**src/rtl/cpu_pkg.sv**
```systemverilog
// cpu_pkg: opcodes and state encodings shared by the CPU pipeline stages.
package cpu_pkg;

    localparam logic [4:0] OP_LD  = 5'b01001;
    localparam logic [4:0] OP_ST  = 5'b01010;
    localparam logic [4:0] OP_WB0 = 5'b00110;
    localparam logic [4:0] OP_WB1 = 5'b00100;
    localparam logic [4:0] OP_WB2 = 5'b10010;

    typedef enum logic [1:0] {MA_IDLE, MA_LO, MA_HI, MA_DONE} ma_state_e;

    function automatic logic is_memop(input logic [4:0] op);
        return op == OP_LD || op == OP_ST;
    endfunction

endpackage

```
**src/rtl/mem_access_if.sv**
```systemverilog
// mem_access_if: 8-bit external memory bus with a per-byte ready handshake.
interface mem_access_if;

    logic        mem_req;
    logic        mem_rd;
    logic        mem_wr;
    logic [15:0] mem_addr;
    logic [7:0]  mem_dout;
    logic        mem_rdy;
    logic [7:0]  mem_din;

    modport master (output mem_req, mem_rd, mem_wr, mem_addr, mem_dout, input mem_rdy, mem_din);
    modport slave  (input mem_req, mem_rd, mem_wr, mem_addr, mem_dout, output mem_rdy, mem_din);

endinterface

```
**src/rtl/mem_wait_timer.sv**
```systemverilog
// mem_wait_timer: counts unready bus cycles of one beat; expired flags the last allowed wait.
module mem_wait_timer #(
    parameter int TIMEOUT = 15
) (
    input  logic clk,
    input  logic rst,
    input  logic clr,
    input  logic en,
    output logic expired
);

    localparam int W = $clog2(TIMEOUT + 1);

    logic [W-1:0] cnt_q, cnt_d;

    assign cnt_d   = clr ? '0 : en ? cnt_q + 1'b1 : cnt_q;
    // High in the wait cycle whose increment makes the count reach TIMEOUT
    assign expired = en && cnt_q == W'(TIMEOUT - 1);

    always_ff @(posedge clk) begin
        if (rst) cnt_q <= '0;
        else     cnt_q <= cnt_d;
    end

endmodule

```
**src/rtl/mem_access.sv**
```systemverilog
// mem_access: t2 memory stage; runs LD/ST as two little-endian byte beats, stalling until done.
module mem_access
    import cpu_pkg::*;
#(
    parameter int TIMEOUT = 15
) (
    input  logic               clk,
    input  logic               rst,
    input  logic               t2,
    input  logic [15:0]        ir,
    input  logic [15:0]        alu_out,
    input  logic [15:0]        rb_data,
    mem_access_if.master       bus,
    output logic [15:0]        mdr,
    output logic               stall,
    output logic               done,
    output logic               err
);

    ma_state_e   state_q, state_d;
    logic [15:0] base_q, base_d;
    logic [15:0] st_q, st_d;
    logic        is_ld_q, is_ld_d;
    logic [7:0]  lo_q, lo_d;
    logic [15:0] mdr_q, mdr_d;
    logic        to_q, to_d;
    logic        start, busy, expired;
    logic        unused_ir;

    assign unused_ir = ^ir[10:0];
    assign start     = !rst && state_q == MA_IDLE && t2 && is_memop(ir[15:11]);
    assign busy      = state_q == MA_LO || state_q == MA_HI;

    mem_wait_timer #(.TIMEOUT(TIMEOUT)) u_timer (
        .clk     (clk),
        .rst     (rst),
        .clr     (!busy || bus.mem_rdy),
        .en      (busy && !bus.mem_rdy),
        .expired (expired)
    );

    assign bus.mem_req  = busy;
    assign bus.mem_rd   = busy && is_ld_q;
    assign bus.mem_wr   = busy && !is_ld_q;
    assign bus.mem_addr = state_q == MA_LO ? base_q : state_q == MA_HI ? base_q + 16'd1 : '0;
    assign bus.mem_dout = state_q == MA_LO ? st_q[7:0] : state_q == MA_HI ? st_q[15:8] : '0;
    assign stall        = start || busy;
    assign done         = state_q == MA_DONE;
    assign err          = done && to_q;
    assign mdr          = mdr_q;

    always_comb begin
        state_d = state_q;
        base_d  = base_q;
        st_d    = st_q;
        is_ld_d = is_ld_q;
        lo_d    = lo_q;
        mdr_d   = mdr_q;
        to_d    = to_q;
        case (state_q)
            MA_IDLE: if (start) begin
                state_d = MA_LO;
                base_d  = alu_out;
                st_d    = rb_data;
                is_ld_d = ir[15:11] == OP_LD;
                to_d    = 1'b0;
            end
            MA_LO: if (bus.mem_rdy) begin
                state_d = MA_HI;
                lo_d    = is_ld_q ? bus.mem_din : lo_q;
            end else if (expired) begin
                state_d = MA_DONE;
                to_d    = 1'b1;
            end
            MA_HI: if (bus.mem_rdy) begin
                state_d = MA_DONE;
                mdr_d   = is_ld_q ? {bus.mem_din, lo_q} : mdr_q;
            end else if (expired) begin
                state_d = MA_DONE;
                to_d    = 1'b1;
            end
            default: state_d = MA_IDLE;
        endcase
    end

    always_ff @(posedge clk) begin
        if (rst) begin
            state_q <= MA_IDLE;
            base_q  <= '0;
            st_q    <= '0;
            is_ld_q <= 1'b0;
            lo_q    <= '0;
            mdr_q   <= '0;
            to_q    <= 1'b0;
        end else begin
            state_q <= state_d;
            base_q  <= base_d;
            st_q    <= st_d;
            is_ld_q <= is_ld_d;
            lo_q    <= lo_d;
            mdr_q   <= mdr_d;
            to_q    <= to_d;
        end
    end

endmodule

```
**src/flat_wrapper.sv**
```systemverilog
// flat-port wrapper written by rule: the top's interface ports become plain ports
module mem_access_flat import cpu_pkg::*;
#(
    parameter int TIMEOUT = 15
)
  (clk, rst, t2, ir, alu_out, rb_data, mdr, stall, done, err, bus_mem_req, bus_mem_rd, bus_mem_wr, bus_mem_addr, bus_mem_dout, bus_mem_rdy, bus_mem_din);
  mem_access_if bus_i ();
  input  logic clk;
  input  logic rst;
  input  logic t2;
  input  logic [15:0] ir;
  input  logic [15:0] alu_out;
  input  logic [15:0] rb_data;
  output logic [15:0] mdr;
  output logic stall;
  output logic done;
  output logic err;
  output wire logic [$bits(bus_i.mem_req)-1:0] bus_mem_req;
  output wire logic [$bits(bus_i.mem_rd)-1:0] bus_mem_rd;
  output wire logic [$bits(bus_i.mem_wr)-1:0] bus_mem_wr;
  output wire logic [$bits(bus_i.mem_addr)-1:0] bus_mem_addr;
  output wire logic [$bits(bus_i.mem_dout)-1:0] bus_mem_dout;
  input wire logic [$bits(bus_i.mem_rdy)-1:0] bus_mem_rdy;
  input wire logic [$bits(bus_i.mem_din)-1:0] bus_mem_din;
  assign bus_mem_req = bus_i.mem_req;
  assign bus_mem_rd = bus_i.mem_rd;
  assign bus_mem_wr = bus_i.mem_wr;
  assign bus_mem_addr = bus_i.mem_addr;
  assign bus_mem_dout = bus_i.mem_dout;
  assign bus_i.mem_rdy = bus_mem_rdy;
  assign bus_i.mem_din = bus_mem_din;
  mem_access #(.TIMEOUT(TIMEOUT)) u_core (.clk(clk), .rst(rst), .t2(t2), .ir(ir), .alu_out(alu_out), .rb_data(rb_data), .bus(bus_i), .mdr(mdr), .stall(stall), .done(done), .err(err));
endmodule
```
**config.mk**
```make
export PLATFORM = sky130hd
export DESIGN_NAME = mem_access_flat
export DESIGN_NICKNAME = d
export VERILOG_FILES = /design/src/rtl/cpu_pkg.sv /design/src/rtl/mem_access_if.sv /design/src/rtl/mem_wait_timer.sv /design/src/rtl/mem_access.sv /design/src/flat_wrapper.sv
export SDC_FILE = /design/constraint.sdc
export NUM_CORES = 1
export LEC_CHECK = 0
export ABC_CLOCK_PERIOD_IN_PS = 4410
export CAP_MARGIN = 20
export CORE_UTILIZATION = 50
export CTS_BUF_LIST = sky130_fd_sc_hd__clkbuf_2 sky130_fd_sc_hd__clkbuf_4 sky130_fd_sc_hd__clkbuf_8
export DETAILED_ROUTE_END_ITERATION = 10
export PLACE_DENSITY = 0.95
export SYNTH_ARGS = -nofsm -noshare
export SYNTH_HDL_FRONTEND = slang
export SYNTH_HIERARCHICAL = 1
export SYNTH_SLANG_ARGS = --single-unit
```
**constraint.sdc**
```tcl
create_clock -name clk -period 4.41 [get_ports clk]
set_input_delay 0.882 -clock clk [delete_from_list [all_inputs] [get_ports clk]]
set_output_delay 0.882 -clock clk [all_outputs]
set_load 0.05 [all_outputs]
```
==> results of run 1 <==
==> registers in the layout, indices dropped and copies added (netlist names) <==
signal and flops:
u_core/base_q 16, u_core/is_ld_q 1, u_core/lo_q 8, u_core/mdr 16, u_core/st_q 16, u_core/state_q 2
u_core/to_q 1, u_core/u_timer/cnt_q 4
==> cell families after synthesis <==
group	Yosys count	share of synthesized area (%)
muxes	10	3.39
and+or+nand+nor	193	29.0
AOI/OAI and AO/OA	85	15.4
buffers and inverters	30	4.06
xor gates and xnor gates	8	2.35
adders and majority gates	7	2.93
DFF	64	42.9
==> routing by layer <==
metal / routed length [µm] / vias up / part of all wire (%)
met5: 0 / - / 0
met1: 3270 / 1417 / 42
met4: 83 / 0 / 1.1
met3: 670 / 13 / 8.5
li1: - / 1503 / -
met2: 3840 / 128 / 49
==> final cells by class <==
cell class              count  area share [%]
multi-input cells         303            38.2
flip-flops and latches     64            30.8
clock buffers              11            3.48
inverters                   7           0.631
clock inverters             5            1.35
well taps                  72            2.16
repair buffers             98            23.4
==> cell usage in the layout, fill, tap and decap left out, drive strengths merged, types with 2 or more instances in the layout <==
cell type / instances
clkdlybuf4s50: 92
a21oi: 56
a21o: 2
and4: 2
nand2b: 6
inv: 7
o31ai: 3
nand3b: 2
nand4: 3
nand2: 120
o21ai: 17
nor3: 11
nor2: 21
nor4: 4
ha: 7
nand3: 8
dfxtp: 64
xnor2: 8
clkbuf: 11
buf: 6
and2: 2
nor2b: 2
clkinv: 3
mux2i: 9
or3: 6
==> synth_stat cells, types with 2 or more instances <==
cell | number | area (µm²)
inv_1 | 7 | 26.3
nand4_1 | 3 | 18.8
nand3b_1 | 2 | 15.0
o21ai_0 | 17 | 85.1
buf_2 | 7 | 35.0
o31ai_1 | 3 | 22.5
clkbuf_1 | 16 | 60.1
dfxtp_1 | 64 | 1280
nand2b_1 | 6 | 37.5
mux2i_1 | 9 | 90.1
or3_1 | 6 | 37.5
nor2_1 | 21 | 78.8
ha_1 | 7 | 87.6
xnor2_1 | 8 | 70.1
nor2b_1 | 2 | 12.5
a21oi_1 | 56 | 280
nand2_1 | 119 | 447
nor3_1 | 10 | 50.1
nor4_1 | 4 | 25.0
nand3_1 | 7 | 35.0
and2_1 | 2 | 12.5
==> worst paths after layout <==
| kind | endpoint | slack (ps) | cells past startpoint |
|---|---|---|---|
| min | u_core/st_q[5] | 460 | 2 |
| max reg2reg | u_core/state_q[1] | 2160 | 8 |
| min reg2reg | u_core/st_q[5] | 460 | 2 |
| max | bus_mem_addr[14] | 350 | 6 |
==> worst max-delay path, stage by stage (launching register included) <==
cell	delay [ps]
dfxtp_1	360
inv_1	90
ha_1	630
nor2_1	380
or2_2	360
mux2i_1	180
clkdlybuf4s50_1	840
==> power breakdown <==
| part | leakage, nW | total [mW] | switching (mW) | internal [mW] |
|---|---|---|---|---|
| clock network | 0.103 | 0.503 | 0.221 | 0.282 |
| logic | 0.820 | 0.316 | 0.193 | 0.124 |
| registers | 0.516 | 0.595 | 0.00896 | 0.586 |
| total | 1.44 | 1.41 | 0.423 | 0.991 |
==> stage by stage <==
step / setup slack (ps) / cell area (µm²)
finish: 346 / 4170
global route: 162 / 4170
floorplan: 1100 / 2990
global placement: 836 / 3970
CTS: 400 / 4170
detailed placement: 785 / 3970
==> metrics.md, run 1 <==
| Metric | Value |
|---|---|
| Final-report setup violation count | `0` |
| Crit path DAT | `3180 ps` |
| Area occupied by multi-input gates | `0.00159 mm²` |
| Layout area overhead | `39.4%` |
| Hold WC Path Type | `reg2reg` |
| VDD IR-drop max | `298 µV` |
| Layout cells sized above 1 | `6.15%` |
| Slew headroom | `47.0%` |
| Initial antenna violation count | `0` |
| Dpl cells | `544` |
| Via density | `5.47` |
| GRT Max-Usage Layer | `met2` |
| Grt total ovfl | `0` |
| Post-CTS Setup Bufs | `0` |
| Drt wl/cell | `14.0 µm` |
| Antenna-violating nets left | `0` |
| Initial DRC count | `234` |
| IO Pins | `106` |
| Clock skew | `12.4 ps` |
| Sequential area share after synthesis | `42.9%` |
| F_max | `0.246 GHz` |
| DP HPWL | `5370 µm` |
| Critical path class | `reg2out` |
| Die height | `79.3 µm` |
| 1st-pass router iterations | `5` |
| Syn_area_per_cell | `7.53 µm²` |
| Critical path launch point type | `flip-flop` |
| Non-Filler Instances | `560` |
| Final WL | `7860 µm` |
| First-pass GRT wire length | `12800 µm` |
| Worst setup EP type | `primary output` |
| Synth Warn # | `6` |
| Hold_sp | `u_core/st_q[5]` |
| Tot GR Track Use | `26.1%` |
| Tcrit/Tclk final | `92.2%` |
| CTS tree | `built` |
| Synth async-reset ratio | `0%` |
| Clk sinks | `64` |
| CTS Buf Count | `9` |
| Routing usage on met2 | `44.5%` |
| Seq cells post-synth | `64` |
| Max-slew violation count | `0` |
| Measured slew at the worst slew-check pin | `792 ps` |
| Top FF cell, synth | `dfxtp_1` |
| Largest net degree at the start of global routing | `66` |
| Root Buffer Master | `clkbuf_8` |
| Tot Pwr | `1.41 mW` |
| PostCTS Resize Cnt | `0` |
| M1 GR Usage | `31.4%` |
| Met3 GRT Util | `8.74%` |
| Hold_ws | `457 ps` |
| CTS Hold Bufs | `0` |
| Post-synth EDFFs | `0` |
| Leakage | `1.44 nW` |
| Die span in x | `79.3 µm` |
| Reg area | `0.00128 mm²` |
| Sum Neg Setup Slack | `0 ps` |
| Clk_lat worst skew | `340 ps` |
| Distinct cells, synth | `42` |
| Drt drc | `0` |
| Critical path peak fanout | `19` |
| PortBufs | `94` |
| Required @ worst endpoint | `3530 ps` |
| Synth Cell Area | `0.00299 mm²` |
| Initial Util | `53.0%` |
| Vias in the first global route | `2801` |
| Worst-path clk slew | `70 ps` |
| # diodes | `0` |
| Via count | `3061` |
| Core Util, Final | `73.9%` |
| Min cycle time layout | `4060 ps` |
| Final hold viol count | `0` |
| Synth Net Count | `464` |
| Max-Cap Viols | `0` |
| Die area | `0.00629 mm²` |
| Cell Rows | `27` |
| RD Place Congestion | `0.796` |
| Outcome | `finished clean` |
| P per Cell Area | `339 mW/mm²` |
| Final net count | `550` |
| Worst setup startpoint | `u_core/state_q[0]` |
| # fillers | `414` |
| Clock Path Buffers | `2` |
| CTS H-tree depth | `3` |
| Syn Inst Count | `397` |
| Critical R2R Launch | `u_core/state_q[0]` |
| Core box area | `0.00564 mm²` |
| RSZ-0062 raised after global routing | `false` |
Note: power is estimated with default switching activity, not from simulation.
==> run 2, diff against run 1 <==
--- a/config.mk
+++ b/config.mk
@@ -7,6 +7,7 @@
 export LEC_CHECK = 0
 export ABC_CLOCK_PERIOD_IN_PS = 4410
 export CAP_MARGIN = 20
+export CORE_MARGIN = 1.5
 export CORE_UTILIZATION = 50
 export CTS_BUF_LIST = sky130_fd_sc_hd__clkbuf_2 sky130_fd_sc_hd__clkbuf_4 sky130_fd_sc_hd__clkbuf_8
 export DETAILED_ROUTE_END_ITERATION = 10
==> metrics.md, run 2 (synthesized netlist as in run 1, its figures left out) <==
| Metric | Value |
|---|---|
| CTS Buf Count | `9` |
| Tot GR Track Use | `26.2%` |
| Leakage | `1.45 nW` |
| 1st-pass router iterations | `6` |
| Gate power share | `21.9%` |
| # diodes | `0` |
| Delay of the slowest critical-path stage | `840 ps` |
| Via count | `3039` |
| Antenna-violating nets left | `0` |
| FF-to-FF setup slack | `2130 ps` |
| Critical R2R Launch | `u_core/state_q[0]` |
| Worst Reg-to-Reg Cells | `8` |
| Tcrit/Tclk final | `91.6%` |
| Commonest non-fill, non-tap cell in the layout | `nand2_1` |
| Initial DRC count | `196` |
| Sequential share of power | `41.1%` |
| Final net count | `550` |
| Outcome | `finished clean` |
| Max-slew violation count | `0` |
| RD Place Congestion | `0.860` |
| Final-report setup violation count | `0` |
| Critical path class | `reg2out` |
| Crit path DAT | `3160 ps` |
| Largest net degree at the start of global routing | `66` |
| Drt drc | `0` |
| Net Sw Frac | `28.5%` |
| Measured slew at the worst slew-check pin | `757 ps` |
| Hold path cells | `2` |
| Vias in the first global route | `2940` |
| Cell internal pwr | `1.04 mW` |
| Die span in x | `80.3 µm` |
| Max-Cap Viols | `0` |
| Via density | `5.44` |
| Layout cells sized above 1 | `5.95%` |
| Die height | `80.3 µm` |
| Critical path launch point type | `flip-flop` |
| CTS H-tree depth | `3` |
| Worst path cell trace | `inv_1, ha_1, nor2_1, or2_2, mux2i_1, clkdlybuf4s50_1` |
| CTS Hold Bufs | `0` |
| CTS tree | `built` |
| Clock skew | `8.71 ps` |
| Layout area overhead | `39.7%` |
| Clock power share | `37.0%` |
| Reg-to-Reg End | `u_core/state_q[1]` |
| Worst setup EP type | `primary output` |
| Post-CTS Setup Bufs | `0` |
| Initial Util | `53.0%` |
| F_max | `0.247 GHz` |
| PostCTS Resize Cnt | `0` |
| DP HPWL | `5350 µm` |
| Critical path peak fanout | `19` |
| Commonest cells after routing, fill and taps aside | `nand2_1 (119), clkdlybuf4s50_1 (92), dfxtp_1 (64), a21oi_1 (56), nor2_1 (21)` |
| Clock Path Buffers | `2` |
| Initial antenna violation count | `0` |
| Slowest CP cell | `clkdlybuf4s50_1` |
| IO Pins | `106` |
| Final hold viol count | `0` |
| Hold_sp | `u_core/mdr[2]` |
| Sum Neg Setup Slack | `0 ps` |
| # fillers | `415` |
| Grt total ovfl | `0` |
| RSZ-0062 raised after global routing | `false` |
| Slew headroom | `49.4%` |
| Worst hold endpoint | `u_core/mdr[2]` |
| Required @ worst endpoint | `3530 ps` |
| PortBufs | `94` |
| First-pass GRT wire length | `13000 µm` |
| Cell Rows | `27` |
| Final WL | `8110 µm` |
| Core box area | `0.00564 mm²` |
| Worst-path clk slew | `70 ps` |
| Clk sinks | `64` |
| Min cycle time layout | `4040 ps` |
| Non-Filler Instances | `559` |
| Switching Power | `414 µW` |
| Die area | `0.00645 mm²` |
| P per Cell Area | `347 mW/mm²` |
| Hold WC Path Type | `reg2reg` |
| VDD IR-drop max | `349 µV` |
| Root Buffer Master | `clkbuf_8` |
| Dpl cells | `544` |
| Drt wl/cell | `14.5 µm` |
| Clk_lat worst skew | `330 ps` |
run 2: changes by cell type in the layout (fill, tap and decap cells not counted):
cell	change
bufinv_16	+1
clkbuf_4	+1
clkbuf_8	-1
clkinv_4	-1
clkinvlp_4	-1
run 2: power by group through the flow:
stage | clock network [mW] | logic [mW] | registers, mW
after global routing | 0.574 | 0.342 | 0.597
after global placement | 0 | 0.304 | 0.607
after CTS | 0.545 | 0.317 | 0.596
after floorplan | 0 | 0.192 | 0.606
after detailed placement | 0 | 0.314 | 0.608
final | 0.536 | 0.317 | 0.596
run 2: cell type report:
| type | instances | area (µm²) | area share [%] |
|---|---|---|---|
| Multi-Input combinational cell | 303 | 1590 | 38.1 |
| Sequential cell | 64 | 1280 | 30.7 |
| Timing Repair Buffer | 98 | 976 | 23.4 |
| Clock buffer | 11 | 139 | 3.33 |
| Tap cell | 72 | 90.1 | 2.16 |
| Clock inverter | 4 | 70.1 | 1.68 |
| Inverter | 7 | 26.3 | 0.629 |
run 2: critical path, delay by kind of cell (launching register included):
kind	cells	cell delay, ps
adder cells (fa/ha/maj)	1	610
multiplexers	1	190
AND/OR/NAND/NOR	2	720
buffers and inverters	2	940
flip-flops	1	360
run 2: worst max-delay path by stage:
stage / slack, ps / end / cells past startpoint / start
CTS: 390 / bus_mem_addr[14] / 6 / u_core/state_q[0]
floorplan: 1100 / bus_mem_addr[15] / 6 / u_core/state_q[1]
detailed placement: 780 / bus_mem_addr[14] / 6 / u_core/state_q[0]
global route: 200 / bus_mem_addr[14] / 6 / u_core/state_q[0]
finish: 370 / bus_mem_addr[14] / 6 / u_core/state_q[0]
global placement: 830 / bus_mem_addr[15] / 7 / u_core/state_q[1]
run 2: metal layers:
metal	GRT usage, %	up-vias	part of all wire, %
met3	8.75	12	8.2
met4	11.9	0	1.7
met2	45.0	125	50
met1	29.0	1395	40
li1	-	1507	-
met5	0	-	0
run 2: metrics by stage:
| step | utilization [%] | setup WS (ps) | area (µm²) | power, mW | hold slack (ps) |
|---|---|---|---|---|---|
| detailed placement | 70.3 | 782 | 3970 | 0.922 | 446 |
| finish | 74.0 | 369 | 4170 | 1.45 | 453 |
| global route | 74.0 | 197 | 4170 | 1.51 | 474 |
| global placement | 70.3 | 832 | 3970 | 0.911 | 440 |
| CTS | 74.0 | 390 | 4170 | 1.46 | 453 |
| floorplan | - | 1100 | 2990 | 0.798 | 432 |
==> run 3, diff against run 2 <==
--- a/config.mk
+++ b/config.mk
@@ -6,7 +6,6 @@
 export NUM_CORES = 1
 export LEC_CHECK = 0
 export ABC_CLOCK_PERIOD_IN_PS = 4410
-export CAP_MARGIN = 20
 export CORE_MARGIN = 1.5
 export CORE_UTILIZATION = 50
 export CTS_BUF_LIST = sky130_fd_sc_hd__clkbuf_2 sky130_fd_sc_hd__clkbuf_4 sky130_fd_sc_hd__clkbuf_8
==> results of run 3 <==
Final layout, timing and power as in run 2 (identical DEF).
